$ cat src/rtl/dapa_ctrl_pkg.sv
// Shared types and constants for the DAPA2014 fetch/decode/execute sequencer.
package dapa_ctrl_pkg;

   typedef enum logic [2:0] {
      S_FETCH,
      S_DECODE,
      S_OPERAND,
      S_BRANCH,
      S_EXEC,
      S_PCSAVE,
      S_HALT,
      S_FAULT
   } state_t;

   // Opcode class, ir_opcode[7:6]
   typedef enum logic [1:0] {
      CLS_ALU1    = 2'b00,
      CLS_ALU2    = 2'b01,
      CLS_JUMP    = 2'b10,
      CLS_SPECIAL = 2'b11
   } opc_class_t;

   // Jump condition, ir_opcode[5:4]
   typedef enum logic [1:0] {
      COND_ALWAYS = 2'b00,
      COND_Z      = 2'b01,
      COND_C      = 2'b10,
      COND_NZ     = 2'b11
   } cond_t;

   localparam logic [7:0] OPC_HALT   = 8'hFF;
   localparam logic [7:0] OPC_PCSAVE = 8'hFE;

   // Outputs that depend on state only
   typedef struct packed {
      logic mem_rd;
      logic exec_start;
      logic pc_r;
      logic acc_w;
      logic halted;
      logic fault;
   } moore_t;

   function automatic logic cond_true(input logic [1:0] cond, input logic z, input logic c);
      case (cond_t'(cond))
         COND_ALWAYS: return 1'b1;
         COND_Z:      return z;
         COND_C:      return c;
         default:     return ~z;
      endcase
   endfunction

   // exec_start is left 0 here; it depends on the transition, not the state alone.
   function automatic moore_t moore_decode(input state_t s);
      moore_t o;
      o        = '0;
      o.mem_rd = (s == S_FETCH) || (s == S_OPERAND);
      o.pc_r   = (s == S_PCSAVE);
      o.acc_w  = (s == S_PCSAVE);
      o.halted = (s == S_HALT);
      o.fault  = (s == S_FAULT);
      return o;
   endfunction

endpackage

$ cat src/rtl/pc_seq_timeout.sv
// Memory-wait counter: counts cycles spent waiting for mem_ready and flags the
// cycle in which the wait budget runs out.
module pc_seq_timeout
   import dapa_ctrl_pkg::*;
#(
   parameter int MEM_TIMEOUT = 15
) (
   input  logic clk,
   input  logic reset,
   input  logic clear,
   input  logic enable,
   output logic expired
);

   logic [7:0] count;

   // Count waiting cycles; restart whenever the sequencer is not stalled on memory.
   always_ff @(posedge clk) begin
      // NOTE: sequential state uses non-blocking assignment so every register
      // samples the pre-edge values, independent of block ordering.
      if (reset || clear) begin
         count <= '0;
      end else if (enable) begin
         count <= count + 8'd1;
      end
   end

   // The current cycle is the last allowed one and memory is still not ready.
   assign expired = enable && (count == 8'(MEM_TIMEOUT - 1));

endmodule

$ cat src/rtl/pc_seq_ctrl.sv
// Fetch/decode/execute sequencer for the DAPA2014 8-bit core. Drives the PC
// strobes, the shared-bus drive enables and the memory/execute handshakes.
module pc_seq_ctrl
   import dapa_ctrl_pkg::*;
#(
   parameter int MEM_TIMEOUT = 15
) (
   input  logic       clk,
   input  logic       reset,
   input  logic       mem_ready,
   input  logic [7:0] ir_opcode,
   input  logic       flag_z,
   input  logic       flag_c,
   input  logic       exec_done,
   input  logic       run,
   output logic       mem_rd,
   output logic       ir_load,
   output logic       op_load,
   output logic       op_drv,
   output logic       pc_w,
   output logic       pc_r,
   output logic       pc_i,
   output logic       acc_w,
   output logic       exec_start,
   output logic       halted,
   output logic       fault
);

   state_t state;
   state_t nxt;
   moore_t outs_q;
   moore_t outs_nxt;
   logic   waiting;
   logic   expired;
   logic   take_branch;

   assign waiting = (state == S_FETCH) || (state == S_OPERAND);

   pc_seq_timeout #(
      .MEM_TIMEOUT(MEM_TIMEOUT)
   ) u_timeout (
      .clk     (clk),
      .reset   (reset),
      .clear   (!waiting || mem_ready),
      .enable  (waiting && !mem_ready),
      .expired (expired)
   );

   // Next-state selection and the output set that goes with it.
   always_comb begin
      // NOTE: defaults first so every path assigns every variable; no latch.
      nxt      = state;
      outs_nxt = '0;
      case (state)
         S_FETCH: begin
            if (mem_ready)    nxt = S_DECODE;
            else if (expired) nxt = S_FAULT;
         end
         S_DECODE: begin
            case (opc_class_t'(ir_opcode[7:6]))
               CLS_ALU1:           nxt = S_EXEC;
               CLS_ALU2, CLS_JUMP: nxt = S_OPERAND;
               default: begin
                  if (ir_opcode == OPC_HALT)        nxt = S_HALT;
                  else if (ir_opcode == OPC_PCSAVE) nxt = S_PCSAVE;
                  else                              nxt = S_FETCH;
               end
            endcase
         end
         S_OPERAND: begin
            if (mem_ready)    nxt = (opc_class_t'(ir_opcode[7:6]) == CLS_JUMP) ? S_BRANCH : S_EXEC;
            else if (expired) nxt = S_FAULT;
         end
         S_BRANCH, S_PCSAVE: nxt = S_FETCH;
         S_EXEC:             if (exec_done) nxt = S_FETCH;
         S_HALT, S_FAULT:    if (run) nxt = S_FETCH;
         default:            nxt = S_FETCH;
      endcase
      outs_nxt            = moore_decode(nxt);
      outs_nxt.exec_start = (nxt == S_EXEC) && (state != S_EXEC);
   end

   // State register with pre-decoded Moore outputs for the state being entered.
   always_ff @(posedge clk) begin
      if (reset) begin
         state  <= S_FETCH;
         outs_q <= moore_decode(S_FETCH);
      end else begin
         state  <= nxt;
         outs_q <= outs_nxt;
      end
   end

   // Condition flags are read in the BRANCH cycle itself.
   assign take_branch = !reset && (state == S_BRANCH) && cond_true(ir_opcode[5:4], flag_z, flag_c);

   // Reset masks every output so an aborted instruction issues no strobe.
   assign mem_rd     = !reset && outs_q.mem_rd;
   assign exec_start = !reset && outs_q.exec_start;
   assign pc_r       = !reset && outs_q.pc_r;
   assign acc_w      = !reset && outs_q.acc_w;
   assign halted     = !reset && outs_q.halted;
   assign fault      = !reset && outs_q.fault;
   assign op_drv     = take_branch;
   assign pc_w       = take_branch;
   assign ir_load    = !reset && (state == S_FETCH) && mem_ready;
   assign op_load    = !reset && (state == S_OPERAND) && mem_ready;
   assign pc_i       = !reset && waiting && mem_ready;

endmodule

$ cat config.mk
export PLATFORM = sky130hd
export DESIGN_NAME = pc_seq_ctrl
export DESIGN_NICKNAME = d
export VERILOG_FILES = /design/src/rtl/dapa_ctrl_pkg.sv /design/src/rtl/pc_seq_timeout.sv /design/src/rtl/pc_seq_ctrl.sv
export SDC_FILE = /design/constraint.sdc
export NUM_CORES = 1
export LEC_CHECK = 0
export ABC_CLOCK_PERIOD_IN_PS = 1800
export CELL_PAD_IN_SITES_DETAIL_PLACEMENT = 1
export CELL_PAD_IN_SITES_GLOBAL_PLACEMENT = 1
export CORE_MARGIN = 4
export CORE_UTILIZATION = 41
export DETAILED_ROUTE_END_ITERATION = 8
export DONT_BUFFER_PORTS = 1
export PLACE_DENSITY = 0.74
export SYNTH_ARGS = -nofsm -noshare
export SYNTH_HDL_FRONTEND = slang
export SYNTH_SLANG_ARGS = --single-unit
$ cat constraint.sdc
create_clock -name clk -period 1.8 [get_ports clk]
set_input_delay 0.36 -clock clk [delete_from_list [all_inputs] [get_ports clk]]
set_output_delay 0.36 -clock clk [all_outputs]
set_load 0.005 [all_outputs]
==> tab_implementation.tex, run 1 <==
\begin{tabular}{lr}
\hline
Metric & Value \\
\hline
\multicolumn{2}{l}{\textbf{Global routing}} \\
\quad Via count of the first global-routing pass & $\sim$840 \\
\quad Remaining global-route overflow & 0 \\
\quad Total global-route track usage & approximately 15\% \\
\quad Antenna violations before repair & 0 \\
\quad Largest net degree at the start of global routing & 17 \\
\quad Global-route wire length before repair & 3800 um \\
\multicolumn{2}{l}{\textbf{Clock network}} \\
\quad CTS buffer count & 3 \\
\quad Clock-pin slew on the worst setup and hold paths & around 0.090 ns \\
\quad Clock Latency Late Sink & roughly 0.29 ns \\
\quad TritonCTS sink count & 16 \\
\quad Total number of H-tree levels & 1 \\
\quad Buffer depth of the longest clock path & 2 \\
\quad Hold-fix buffers, CTS & 0 \\
\quad TritonCTS clock tree & yes \\
\quad Clock Tree Root & sky130\_fd\_sc\_hd\_\_clkbuf\_4 \\
\multicolumn{2}{l}{\textbf{Floorplanning}} \\
\quad Width of the die & about 58 um \\
\quad Number of rows in the core area & 17 \\
\quad Vertical die dimension & approximately 58 um \\
\quad Initial standard-cell utilization of the core & between 40\% and 50\% \\
\quad Die area & between 0.003 and 0.004 mm2 \\
\quad Placeable core region & about 0.0023 mm2 \\
\quad Number of top-level design ports & 26 \\
\multicolumn{2}{l}{\textbf{Detailed routing}} \\
\quad WL per Instance & 15.4 um \\
\quad Final routed DRC violation total & 0 \\
\quad Initial DRC count & 23 \\
\quad Via density per instance & $\sim$5.4 \\
\quad Total via count in the routed design & 792 \\
\quad Total wire length & 2250 um \\
\quad Met3 WL post-DR & between 90 and 100 um \\
\quad Top Metal Used & met4 \\
\quad Routed length on met2 & roughly 1100 um \\
\quad Drt pass-1 iters & 2 \\
\quad Antenna-violating nets left & 0 \\
\quad Detailed-routing wirelength on met1 & about 960 um \\
\multicolumn{2}{l}{\textbf{STA}} \\
\quad Setup repair after global routing missed its margin & true \\
\quad Period minus WS final & around 1.8 ns \\
\quad Post-Route Skew & between 0.0008 and 0.0009 ns \\
\quad Setup ws final & -0.0157 ns \\
\quad Share of the clock period used by the worst path & 101\% \\
\quad Worst slew pin tran & about 0.45 ns \\
\quad Final setup violating endpoints & 2 \\
\quad Timing-limited maximum frequency & between 0.5 and 0.6 GHz \\
\quad Relative slew slack & around 70\% \\
\quad Max-slew violation total from the final report & 0 \\
\quad Final number of hold-violating endpoints & 0 \\
\multicolumn{2}{l}{\textbf{Status}} \\
\quad Violations in the final reports & setup timing \\
\quad Run status & finished with violations \\
\multicolumn{2}{l}{\textbf{Synthesis}} \\
\quad Cell taking the most area after synthesis & sky130\_fd\_sc\_hd\_\_dfxtp\_1 \\
\quad Post-synthesis instance total & 107 \\
\quad Synthesis warning total & 0 \\
\quad Syn avg cell area & 9.39 um2 \\
\quad Main synth FF type & sky130\_fd\_sc\_hd\_\_dfxtp\_1 \\
\quad Yosys top cell area share & around a third \\
\quad Net count after synthesis & $\sim$130 \\
\quad Number of register bits inferred by synthesis & 16 \\
\quad Number of flops mapped to enable cells by yosys & 0 \\
\quad Proportion of synthesized chip area in sequential cells & roughly a third \\
\quad Async S/R FF share, synth & 0\% \\
\quad Count of cell types in the netlist & 43 \\
\quad Most area-consuming cells after synthesis & sky130\_fd\_sc\_hd\_\_dfxtp\_1 32\%, sky130\_fd\_sc\_hd\_\_ha\_1 7.5\%, sky130\_fd\_sc\_hd\_\_nor2\_1 5.2\% \\
\quad Summed instance area of the synthesized netlist & about 0.001 mm2 \\
\multicolumn{2}{l}{\textbf{Worst setup path}} \\
\quad Type of origin of the critical path & flip-flop \\
\quad Crit Path Max Fanout & 2 \\
\quad Capture instance of the worst register-to-register path & outs\_q[2] \\
\quad Worst Reg2Reg Path Length in Cells & 7 \\
\quad Category of the most critical setup path & reg2out \\
\quad Worst reg2reg startpoint & state[1] \\
\quad Worst-path cell with the longest stage delay & sky130\_fd\_sc\_hd\_\_or4bb\_1 \\
\quad Required time of the critical path & between 1 and 1.5 ns \\
\quad Crit path from & state[0] \\
\quad Crit path DAT & about 1.5 ns \\
\quad Endpoint type of the worst setup path & output port \\
\quad Cell family contributing the most delay on the critical path & simple AND/OR/NAND/NOR gates \\
\quad CP peak stage delay & about 0.5 ns \\
\quad Number of buffers and inverters on the critical path & 1 \\
\quad Worst path cell trace & or4bb\_1 > a211oi\_2 > buf\_4 \\
\quad FF-to-FF setup slack & roughly 0.070 ns \\
\multicolumn{2}{l}{\textbf{Power}} \\
\quad Switching part of the total & $\sim$27\% \\
\quad Sequential cell fraction of total power & 47.7\% \\
\quad Power Dens Cells & $\sim$660 mW/mm2 \\
\quad Proportion of power drawn by combinational gates & a little over a fifth \\
\quad Leakage & around 0.48 nW \\
\quad Internal portion of total power & $\sim$0.00057 W \\
\quad Post-layout power & between 0.0007 and 0.0008 W \\
\quad Highest ir drop seen on vdd & 513 uV \\
\quad Net switching power of the design & 0.000210 W \\
\quad Clk pwr share & between 30\% and 40\% \\
\multicolumn{2}{l}{\textbf{Worst hold path}} \\
\quad Worst-case hold path end point & state[0] \\
\quad Hold\_sp & reset \\
\quad Path class of the lowest-slack min-delay path & in2reg \\
\quad Cells on Worst Hold Path & 1 \\
\multicolumn{2}{l}{\textbf{Placement}} \\
\quad Post-Place Worst Slack & -0.0465 ns \\
\quad RePlAce Congestion & 0.797 \\
\quad Post-detail-place hpwl & between 1500 and 2000 um \\
\quad Count of buffers from port buffering & 0 \\
\multicolumn{2}{l}{\textbf{Job}} \\
\quad Number of maximum-capacitance violations & 0 \\
\multicolumn{2}{l}{\textbf{Layout}} \\
\quad FF+latch area & around 330 um2 \\
\quad Layout overhead on the synthesized area & 17.2\% \\
\quad Footprint of the multi-input gates & between 600 and 700 um2 \\
\quad Filler cell count & around 260 \\
\quad Utilization after layout & 51.7\% \\
\quad Final antenna diode count & 0 \\
\quad Fraction of final layout cells sized beyond drive strength 1 & 33.1\% \\
\quad Final nets & 140 \\
\hline
\end{tabular}
[power groups by stage]
stage,Clock [W],Combinational (W),Sequential [W]
2_1_floorplan,0,0.000111,0.000383
3_3_place_gp,0,0.000134,0.000392
3_5_place_dp,0,0.000140,0.000392
4_1_cts,0.000251,0.000163,0.000373
5_1_grt,0.000264,0.000188,0.000374
6_report,0.000238,0.000171,0.000373
[timing repair]
action                     CTS  global route
pin swaps                    1             3
hold endpoints to repair     0             0
resized for setup            8             5
buffers inserted             5             0
setup endpoints to repair    3             6
[worst max path at each step]
stage / endpoint / slack [ns] / cells past startpoint
2_1_floorplan: pc_w / 0.06 / 3
3_3_place_gp: outs_q[2] / 0.03 / 8
3_5_place_dp: outs_q[1] / -0.05 / 6
4_1_cts: pc_w / -0.02 / 3
5_1_grt: op_drv / -0.09 / 3
6_report: pc_w / -0.02 / 3
[Yosys cell counts, types with 2 or more instances]
master	n
sky130_fd_sc_hd__and3_1	2
sky130_fd_sc_hd__dfxtp_1	16
sky130_fd_sc_hd__nand2_1	5
sky130_fd_sc_hd__clkbuf_1	2
sky130_fd_sc_hd__nand3b_1	2
sky130_fd_sc_hd__nor3b_1	2
sky130_fd_sc_hd__inv_1	4
sky130_fd_sc_hd__and3b_1	2
sky130_fd_sc_hd__buf_4	2
sky130_fd_sc_hd__nor2_1	14
sky130_fd_sc_hd__nand3_1	3
sky130_fd_sc_hd__nand3_2	3
sky130_fd_sc_hd__ha_1	6
sky130_fd_sc_hd__nor2b_1	6
sky130_fd_sc_hd__o21ai_0	3
sky130_fd_sc_hd__nand4_1	3
sky130_fd_sc_hd__xor2_1	5
sky130_fd_sc_hd__and2_1	2
[state kept, by name (all words and copies together) (netlist names)]
signal,flops
outs_q,5
state,3
u_timeout.count,8
[per-layer routing]
layer | up-vias | GRT usage, %
met5 | - | 0
met4 | 0 | 6.62
met3 | 6 | 4.30
met2 | 16 | 24.7
met1 | 374 | 17.1
li1 | 396 | -
[layout by cell type, fill, tap and decap left out, types with 4 or more instances in the layout]
cell type	instances
sky130_fd_sc_hd__buf_4	13
sky130_fd_sc_hd__dfxtp_1	13
sky130_fd_sc_hd__ha_1	6
sky130_fd_sc_hd__inv_1	4
sky130_fd_sc_hd__nand2_1	5
sky130_fd_sc_hd__nor2_1	13
sky130_fd_sc_hd__nor2b_1	5
sky130_fd_sc_hd__xor2_1	5
[cells by family (layout without fill, tap and decap cells)]
logic type               Yosys count  after routing  share of synthesized area [%]
AND/OR/NAND/NOR                   57             57                           37.6
flip-flops                        16             16                           31.9
AO/OA/AOI/OAI                     12             12                           12.5
buffers and inverters             10             21                           5.35
adder cells (fa/ha/maj)            6              6                           7.47
XOR/XNOR                           6              6                           5.23
[final cells by class]
class,instances,area share [%]
flip-flops and latches,16,28.2
clock buffers,4,3.08
inverters,4,1.28
repair buffers,13,8.29
multi-input cells,81,56.2
well taps,28,2.98
[worst register-to-register path: cells and delay by family (launching register included)]
| family | cells | cell delay [ns] |
|---|---|---|
| flip-flops | 1 | 0.36 |
| AND/OR/NAND/NOR | 3 | 0.43 |
| AO/OA/AOI/OAI | 2 | 0.51 |
| buffers and inverters | 2 | 0.31 |
[metrics by stage]
stage	cells	area [um2]	hold slack (ns)	setup TNS, ns
floorplan	107	1000	0.453	0
global placement	137	1060	0.436	0
detailed placement	137	1060	0.434	-0.166
CTS	146	1150	0.109	-0.0477
global route	146	1180	0.0985	-0.296
finish	146	1180	0.120	-0.0314
(Power assumes the default switching activity.)
==> inputs of run 2 (changes only) <==
--- a/config.mk
+++ b/config.mk
@@ -6,13 +6,12 @@
 export NUM_CORES = 1
 export LEC_CHECK = 0
 export ABC_CLOCK_PERIOD_IN_PS = 1800
-export CELL_PAD_IN_SITES_DETAIL_PLACEMENT = 1
-export CELL_PAD_IN_SITES_GLOBAL_PLACEMENT = 1
 export CORE_MARGIN = 4
-export CORE_UTILIZATION = 41
+export CORE_UTILIZATION = 45
 export DETAILED_ROUTE_END_ITERATION = 8
 export DONT_BUFFER_PORTS = 1
-export PLACE_DENSITY = 0.74
+export GPL_ROUTABILITY_DRIVEN = 0
+export PLACE_DENSITY = 0.63
 export SYNTH_ARGS = -nofsm -noshare
 export SYNTH_HDL_FRONTEND = slang
 export SYNTH_SLANG_ARGS = --single-unit
==> tab_implementation.tex, run 2 (same netlist as run 1, synthesis figures left out) <==
\begin{tabular}{lr}
\hline
Metric & Value \\
\hline
\multicolumn{2}{l}{\textbf{STA}} \\
\quad Period minus WS final & 1.81 ns (-0.0101 ns) \\
\quad Final number of hold-violating endpoints & 0 (unchanged) \\
\quad Setup TNS & -0.0113 ns (+0.0201 ns) \\
\quad Setup ws final & -0.00566 ns (+0.0101 ns) \\
\quad Final setup violating endpoints & 2 (unchanged) \\
\quad Timing-limited maximum frequency & 0.554 GHz (+0.56\%) \\
\quad Share of the clock period used by the worst path & 100\% (-0.56 points) \\
\quad Post-Route Skew & 0.00308 ns (+0.00227 ns) \\
\quad Setup repair after global routing missed its margin & true \\
\quad Relative slew slack & 75.9\% (+6.3 points) \\
\quad Max-slew violation total from the final report & 0 (unchanged) \\
\quad Worst slew pin tran & 0.360 ns (-0.0942 ns) \\
\multicolumn{2}{l}{\textbf{Global routing}} \\
\quad Largest net degree at the start of global routing & 17 (unchanged) \\
\quad Via count of the first global-routing pass & 793 (-6.0\%) \\
\quad Remaining global-route overflow & 0 (unchanged) \\
\quad Global-route wire length before repair & 3230 um (-15\%) \\
\quad Total global-route track usage & 12.7\% (-2.0 points) \\
\quad Antenna violations before repair & 0 (unchanged) \\
\multicolumn{2}{l}{\textbf{Layout}} \\
\quad Biggest register & u\_timeout.count \\
\quad Filler cell count & 204 (-20\%) \\
\quad Fraction of final layout cells sized beyond drive strength 1 & 29.8\% (-3.2 points) \\
\quad Final antenna diode count & 0 (unchanged) \\
\quad Layout overhead on the synthesized area & 15.7\% \\
\quad Final cell count without fillers & 141 (-3.4\%) \\
\quad Top Registers & u\_timeout.count (8), outs\_q (5), state (3) \\
\quad Flip-flop count of the largest register, all copies and words added & 8 (unchanged) \\
\quad Utilization after layout & 56.9\% (+5.2 points) \\
\quad Leading cell types in the layout, fill and taps excluded & 13 x sky130\_fd\_sc\_hd\_\_nor2\_1, 13 x sky130\_fd\_sc\_hd\_\_dfxtp\_1, 8 x sky130\_fd\_sc\_hd\_\_buf\_4, 6 x sky130\_fd\_sc\_hd\_\_nor2b\_1, 6 x sky130\_fd\_sc\_hd\_\_ha\_1 \\
\quad Final nets & 136 (-2.9\%) \\
\multicolumn{2}{l}{\textbf{Detailed routing}} \\
\quad Total via count in the routed design & 780 (-1.5\%) \\
\quad Final routed DRC violation total & 0 (unchanged) \\
\quad Via density per instance & 5.53 (+2.0\%) \\
\quad WL per Instance & 13.3 um (-14\%) \\
\quad Antenna-violating nets left & 0 (unchanged) \\
\quad Drt pass-1 iters & 4 (+2) \\
\quad Total wire length & 1870 um (-17\%) \\
\quad Initial DRC count & 12 (-48\%) \\
\multicolumn{2}{l}{\textbf{Clock network}} \\
\quad Clock Tree Root & sky130\_fd\_sc\_hd\_\_clkbuf\_4 \\
\quad Clock-pin slew on the worst setup and hold paths & 0.09 ns (about the same) \\
\quad Total number of H-tree levels & 1 (unchanged) \\
\quad Clock Latency Late Sink & 0.28 ns (about the same) \\
\quad CTS buffer count & 3 (unchanged) \\
\quad Hold-fix buffers, CTS & 0 (unchanged) \\
\quad TritonCTS clock tree & yes \\
\quad Buffer depth of the longest clock path & 2 (unchanged) \\
\quad TritonCTS sink count & 16 (unchanged) \\
\multicolumn{2}{l}{\textbf{Power}} \\
\quad Power Dens Cells & 660 mW/mm2 (-0.64\%) \\
\quad Highest ir drop seen on vdd & 382 uV (-26\%) \\
\quad Leakage & 0.458 nW (-4.4\%) \\
\multicolumn{2}{l}{\textbf{Placement}} \\
\quad Post-detail-place hpwl & 1400 um (-18\%) \\
\quad Count of buffers from port buffering & 0 (unchanged) \\
\quad Inst Count DP & 135 (-1.5\%) \\
\multicolumn{2}{l}{\textbf{Worst hold path}} \\
\quad Path class of the lowest-slack min-delay path & in2reg \\
\quad Hold\_sp & reset \\
\quad Worst-case hold path end point & state[1] \\
\quad Cells on Worst Hold Path & 1 (unchanged) \\
\multicolumn{2}{l}{\textbf{Worst setup path}} \\
\quad Worst reg2reg startpoint & state[1] \\
\quad Crit Path Max Fanout & 2 (unchanged) \\
\quad Category of the most critical setup path & reg2out \\
\quad Required time of the critical path & 1.44 ns (about the same) \\
\quad FF-to-FF setup slack & 0.07 ns (about the same) \\
\quad Type of origin of the critical path & flip-flop \\
\quad Endpoint type of the worst setup path & output port \\
\quad Crit path DAT & 1.45 ns (about the same) \\
\quad Worst Reg2Reg Path Length in Cells & 6 (-1) \\
\quad Worst-path cell with the longest stage delay & sky130\_fd\_sc\_hd\_\_or4bb\_1 \\
\quad Capture instance of the worst register-to-register path & outs\_q[4] \\
\quad Cell family contributing the most delay on the critical path & simple AND/OR/NAND/NOR gates \\
\quad Worst path cell trace & or4bb\_1 > a211oi\_2 > buf\_4 \\
\quad Number of buffers and inverters on the critical path & 1 (unchanged) \\
\quad CP peak stage delay & 0.51 ns (about the same) \\
\multicolumn{2}{l}{\textbf{Status}} \\
\quad Run status & finished with violations \\
\quad Violations in the final reports & setup timing \\
\multicolumn{2}{l}{\textbf{Floorplanning}} \\
\quad Width of the die & 55.3 um (-3.9\%) \\
\quad Initial standard-cell utilization of the core & 49.2\% (+5.1 points) \\
\quad Placeable core region & 0.00204 mm2 (-10\%) \\
\quad Number of rows in the core area & 16 (-1) \\
\quad Vertical die dimension & 55.3 um (-3.9\%) \\
\quad Number of top-level design ports & 26 (unchanged) \\
\quad Die area & 0.00305 mm2 (-7.7\%) \\
\multicolumn{2}{l}{\textbf{Job}} \\
\quad Number of maximum-capacitance violations & 0 (unchanged) \\
\hline
\end{tabular}
run 2: cell count changes in the layout (fill, tap and decap cells not counted), sizes merged:
cell and change:
buf -4
run 2: cell type report:
cell class,count,area [um2],area share [%]
multi-input combinational,81,674,58.0
sequential,16,332,28.5
timing repair buffer,9,71.3,6.14
clock buffer,4,36.3,3.12
tap,27,33.8,2.91
inverter,4,15.0,1.29
run 2: how the worst max path moves through the flow:
stage               slack (ns)  cells past startpoint         to         start
floorplan                 0.06                      3       pc_w      state[0]
global placement          0.06                      8  outs_q[2]  ir_opcode[6]
detailed placement        0.01                      6  outs_q[1]  ir_opcode[6]
CTS                      -0.05                      3       pc_w      state[2]
global route             -0.08                      3       pc_w      state[1]
finish                  -0.006                      3       pc_w      state[1]
run 2: report_power, final:
part	internal [W]	switching (W)
Clock	0.000123	0.000106
Combinational	0.0000802	0.0000826
Sequential	0.000367	0.00000866
run 2: repair_timing:
action                     CTS  global route
resized for setup            7             8
hold endpoints to repair     0             0
pin swaps                    1             6
buffers inserted             2             0
setup endpoints to repair    2             8
run 2: layer usage:
layer / share of wire, % / global-route usage (%) / vias up
met3: 7.3 / 5.36 / 0
li1: - / - / 390
met2: 44 / 19.4 / 30
met5: 0 / 0 / -
met4: 0 / 3.47 / 0
met1: 49 / 16.4 / 360
run 2: metrics by stage:
stage | total power, W | hold slack [ns] | worst slack [ns] | cell area, um2
global route | 0.000822 | 0.102 | -0.0763 | 1160
floorplan | 0.000495 | 0.453 | 0.0584 | 1000
finish | 0.000767 | 0.136 | -0.00566 | 1160
global placement | 0.000520 | 0.435 | 0.0629 | 1050
CTS | 0.000765 | 0.118 | -0.0513 | 1120
detailed placement | 0.000522 | 0.436 | 0.0142 | 1050
==> inputs of run 3 (changes only) <==
--- a/config.mk
+++ b/config.mk
@@ -5,13 +5,13 @@
 export SDC_FILE = /design/constraint.sdc
 export NUM_CORES = 1
 export LEC_CHECK = 0
-export ABC_CLOCK_PERIOD_IN_PS = 1800
 export CORE_MARGIN = 4
-export CORE_UTILIZATION = 45
+export CORE_UTILIZATION = 55
 export DETAILED_ROUTE_END_ITERATION = 8
 export DONT_BUFFER_PORTS = 1
 export GPL_ROUTABILITY_DRIVEN = 0
-export PLACE_DENSITY = 0.63
+export PLACE_DENSITY = 0.74
+export SETUP_SLACK_MARGIN = 0.15
 export SYNTH_ARGS = -nofsm -noshare
 export SYNTH_HDL_FRONTEND = slang
 export SYNTH_SLANG_ARGS = --single-unit
==> tab_implementation.tex, run 3 (same netlist as run 1, synthesis figures left out) <==
\begin{tabular}{lr}
\hline
Metric & Value \\
\hline
\multicolumn{2}{l}{\textbf{Status}} \\
\quad Run status & finished with violations \\
\quad Violations in the final reports & setup timing \\
\multicolumn{2}{l}{\textbf{Clock network}} \\
\quad Total number of H-tree levels & 1 (unchanged) \\
\quad CTS buffer count & 3 (unchanged) \\
\quad Clock Tree Root & sky130\_fd\_sc\_hd\_\_clkbuf\_4 \\
\quad Clock Latency Late Sink & 0.28 ns (about the same) \\
\quad TritonCTS clock tree & yes \\
\quad Clock-pin slew on the worst setup and hold paths & 0.09 ns (about the same) \\
\quad Buffer depth of the longest clock path & 2 (unchanged) \\
\quad Hold-fix buffers, CTS & 0 (unchanged) \\
\quad TritonCTS sink count & 16 (unchanged) \\
\multicolumn{2}{l}{\textbf{Floorplanning}} \\
\quad Number of top-level design ports & 26 (unchanged) \\
\quad Initial standard-cell utilization of the core & 58.2\% (+9.0 points) \\
\quad Width of the die & 50.7 um (-8.2\%) \\
\quad Number of rows in the core area & 15 (-1) \\
\quad Die area & 0.00257 mm2 (-16\%) \\
\quad Placeable core region & 0.00173 mm2 (-15\%) \\
\quad Vertical die dimension & 50.7 um (-8.2\%) \\
\multicolumn{2}{l}{\textbf{Layout}} \\
\quad Most common library cell in the layout ignoring fill and taps & sky130\_fd\_sc\_hd\_\_nor2\_1 \\
\quad Final nets & 137 (+0.74\%) \\
\quad Utilization after layout & 69.9\% (+13 points) \\
\quad Top Registers & u\_timeout.count (8), outs\_q (5), state (3) \\
\quad Fraction of final layout cells sized beyond drive strength 1 & 36.0\% (+6.1 points) \\
\quad Filler cell count & 142 (-30\%) \\
\quad Biggest register & u\_timeout.count \\
\quad Final cell count without fillers & 139 (-1.4\%) \\
\quad Leading cell types in the layout, fill and taps excluded & 13 x sky130\_fd\_sc\_hd\_\_nor2\_1, 11 x sky130\_fd\_sc\_hd\_\_dfxtp\_1, 9 x sky130\_fd\_sc\_hd\_\_buf\_4 \\
\quad Final std cell area, no fill & 0.00121 mm2 (+3.8\%) \\
\quad Final antenna diode count & 0 (unchanged) \\
\quad Layout overhead on the synthesized area & 20.1\% \\
\quad Flip-flop count of the largest register, all copies and words added & 8 (unchanged) \\
\multicolumn{2}{l}{\textbf{Worst setup path}} \\
\quad Crit Path Max Fanout & 8 (+6) \\
\quad Worst path cell trace & or4bb\_4 > a211oi\_4 \\
\quad Cell family contributing the most delay on the critical path & simple AND/OR/NAND/NOR gates \\
\quad Required time of the critical path & 1.44 ns (about the same) \\
\quad Crit path DAT & 1.48 ns (+0.03 ns) \\
\quad Worst-path cell with the longest stage delay & sky130\_fd\_sc\_hd\_\_or4bb\_4 \\
\quad Endpoint type of the worst setup path & output port \\
\quad Category of the most critical setup path & reg2out \\
\quad CP peak stage delay & 0.56 ns (+0.05 ns) \\
\quad Number of buffers and inverters on the critical path & 0 (-1) \\
\quad Type of origin of the critical path & flip-flop \\
\multicolumn{2}{l}{\textbf{Global routing}} \\
\quad Via count of the first global-routing pass & 779 (-1.8\%) \\
\quad Remaining global-route overflow & 0 (unchanged) \\
\quad Largest net degree at the start of global routing & 17 (unchanged) \\
\quad Global-route wire length before repair & 3330 um (+3.2\%) \\
\quad Total global-route track usage & 17.2\% (+4.4 points) \\
\quad Antenna violations before repair & 0 (unchanged) \\
\multicolumn{2}{l}{\textbf{Placement}} \\
\quad Post-detail-place hpwl & 1560 um (+11\%) \\
\quad Count of buffers from port buffering & 0 (unchanged) \\
\quad Inst Count DP & 133 (-1.5\%) \\
\quad Area of placed instances & 0.00108 mm2 (+2.7\%) \\
\multicolumn{2}{l}{\textbf{STA}} \\
\quad Worst Hold Slack & 0.129 ns (-0.00659 ns) \\
\quad Worst slew pin tran & 0.379 ns (+0.0193 ns) \\
\quad Timing-limited maximum frequency & 0.544 GHz (-1.7\%) \\
\quad Setup ws final & -0.0378 ns (-0.0322 ns) \\
\quad Period minus WS final & 1.84 ns (+0.0322 ns) \\
\quad Setup repair after global routing missed its margin & true \\
\quad Relative slew slack & 74.6\% (-1.3 points) \\
\quad Max-slew violation total from the final report & 0 (unchanged) \\
\quad Post-Route Skew & 0.00264 ns (-0.000434 ns) \\
\quad Final number of hold-violating endpoints & 0 (unchanged) \\
\quad Share of the clock period used by the worst path & 102\% (+1.8 points) \\
\quad Final setup violating endpoints & 2 (unchanged) \\
\multicolumn{2}{l}{\textbf{Power}} \\
\quad Leakage & 0.467 nW (+1.9\%) \\
\quad Highest ir drop seen on vdd & 414 uV (+8.4\%) \\
\quad Power Dens Cells & 605 mW/mm2 (-8.4\%) \\
\quad Post-layout power & 0.000729 W (-5.0\%) \\
\multicolumn{2}{l}{\textbf{Detailed routing}} \\
\quad Final routed DRC violation total & 0 (unchanged) \\
\quad Drt pass-1 iters & 4 (unchanged) \\
\quad WL per Instance & 14.6 um (+9.7\%) \\
\quad Total via count in the routed design & 779 (-0.13\%) \\
\quad Initial DRC count & 16 (+4) \\
\quad Antenna-violating nets left & 0 (unchanged) \\
\quad Total wire length & 2030 um (+8.2\%) \\
\quad Via density per instance & 5.60 (+1.3\%) \\
\multicolumn{2}{l}{\textbf{Job}} \\
\quad Number of maximum-capacitance violations & 0 (unchanged) \\
\multicolumn{2}{l}{\textbf{Worst hold path}} \\
\quad Path class of the lowest-slack min-delay path & in2reg \\
\hline
\end{tabular}
==> run 3: cell types whose count changed in the layout (fill, tap and decap cells not counted), sizes merged <==
cell / before / now
clkbuf: 4 / 3
buf: 9 / 10
==> run 3: layout make-up <==
type,count,area (um2),share of cell area [%]
Tap cell,25,31.3,2.59
Sequential cell,16,337,27.9
Timing Repair Buffer,10,78.8,6.54
Multi-Input combinational cell,81,709,58.8
Clock buffer,3,22.5,1.87
Inverter,4,27.5,2.28
==> run 3: metal layers <==
metal / wire length [um] / share of wire (%) / GRT usage [%]
met1: 931 / 46 / 21.2
met2: 948 / 47 / 27.8
met3: 128 / 6.3 / 4.75
met4: 16 / 0.79 / 7.17
met5: 0 / 0 / 0
==> run 3: worst paths after layout <==
check,start,end,slack (ns),cells past startpoint
setup / recovery,state[0],op_drv,-0.04,2
hold / removal,reset,state[0],0.13,1
setup reg to reg,state[1],outs_q[4],0.06,6
hold reg to reg,u_timeout.count[7],u_timeout.count[7],0.54,2
==> run 3: what timing repair did <==
item | in CTS | in global routing
setup buffers | 2 | 1
resized for setup | 5 | 17
pin swaps | 3 | 9
endpoints found under the setup margin | 11 | 11
hold endpoints to repair | 0 | 0
==> run 3: metrics by stage <==
stage / setup TNS, ns / setup WS, ns
floorplan: 0 / 0.110
global placement: 0 / 0.0600
detailed placement: 0 / 0.00708
CTS: -0.270 / -0.110
global route: -0.233 / -0.115
finish: -0.0756 / -0.0378
==> run 3: power breakdown <==
part           internal (W)  leakage (nW)  switching (W)  total (W)
combinational     0.0000848         0.319      0.0000846   0.000169
sequential         0.000365         0.133      0.0000114   0.000377
clock             0.0000776        0.0138       0.000106   0.000183
==> run 3: worst reg2reg max path: stages (launching register included) <==
cell	delay (ns)
sky130_fd_sc_hd__dfxtp_4	0.36
sky130_fd_sc_hd__buf_4	0.14
sky130_fd_sc_hd__and3b_2	0.23
sky130_fd_sc_hd__a221oi_4	0.28
sky130_fd_sc_hd__nand3_1	0.17
sky130_fd_sc_hd__a22oi_4	0.23
sky130_fd_sc_hd__and4b_1	0.23
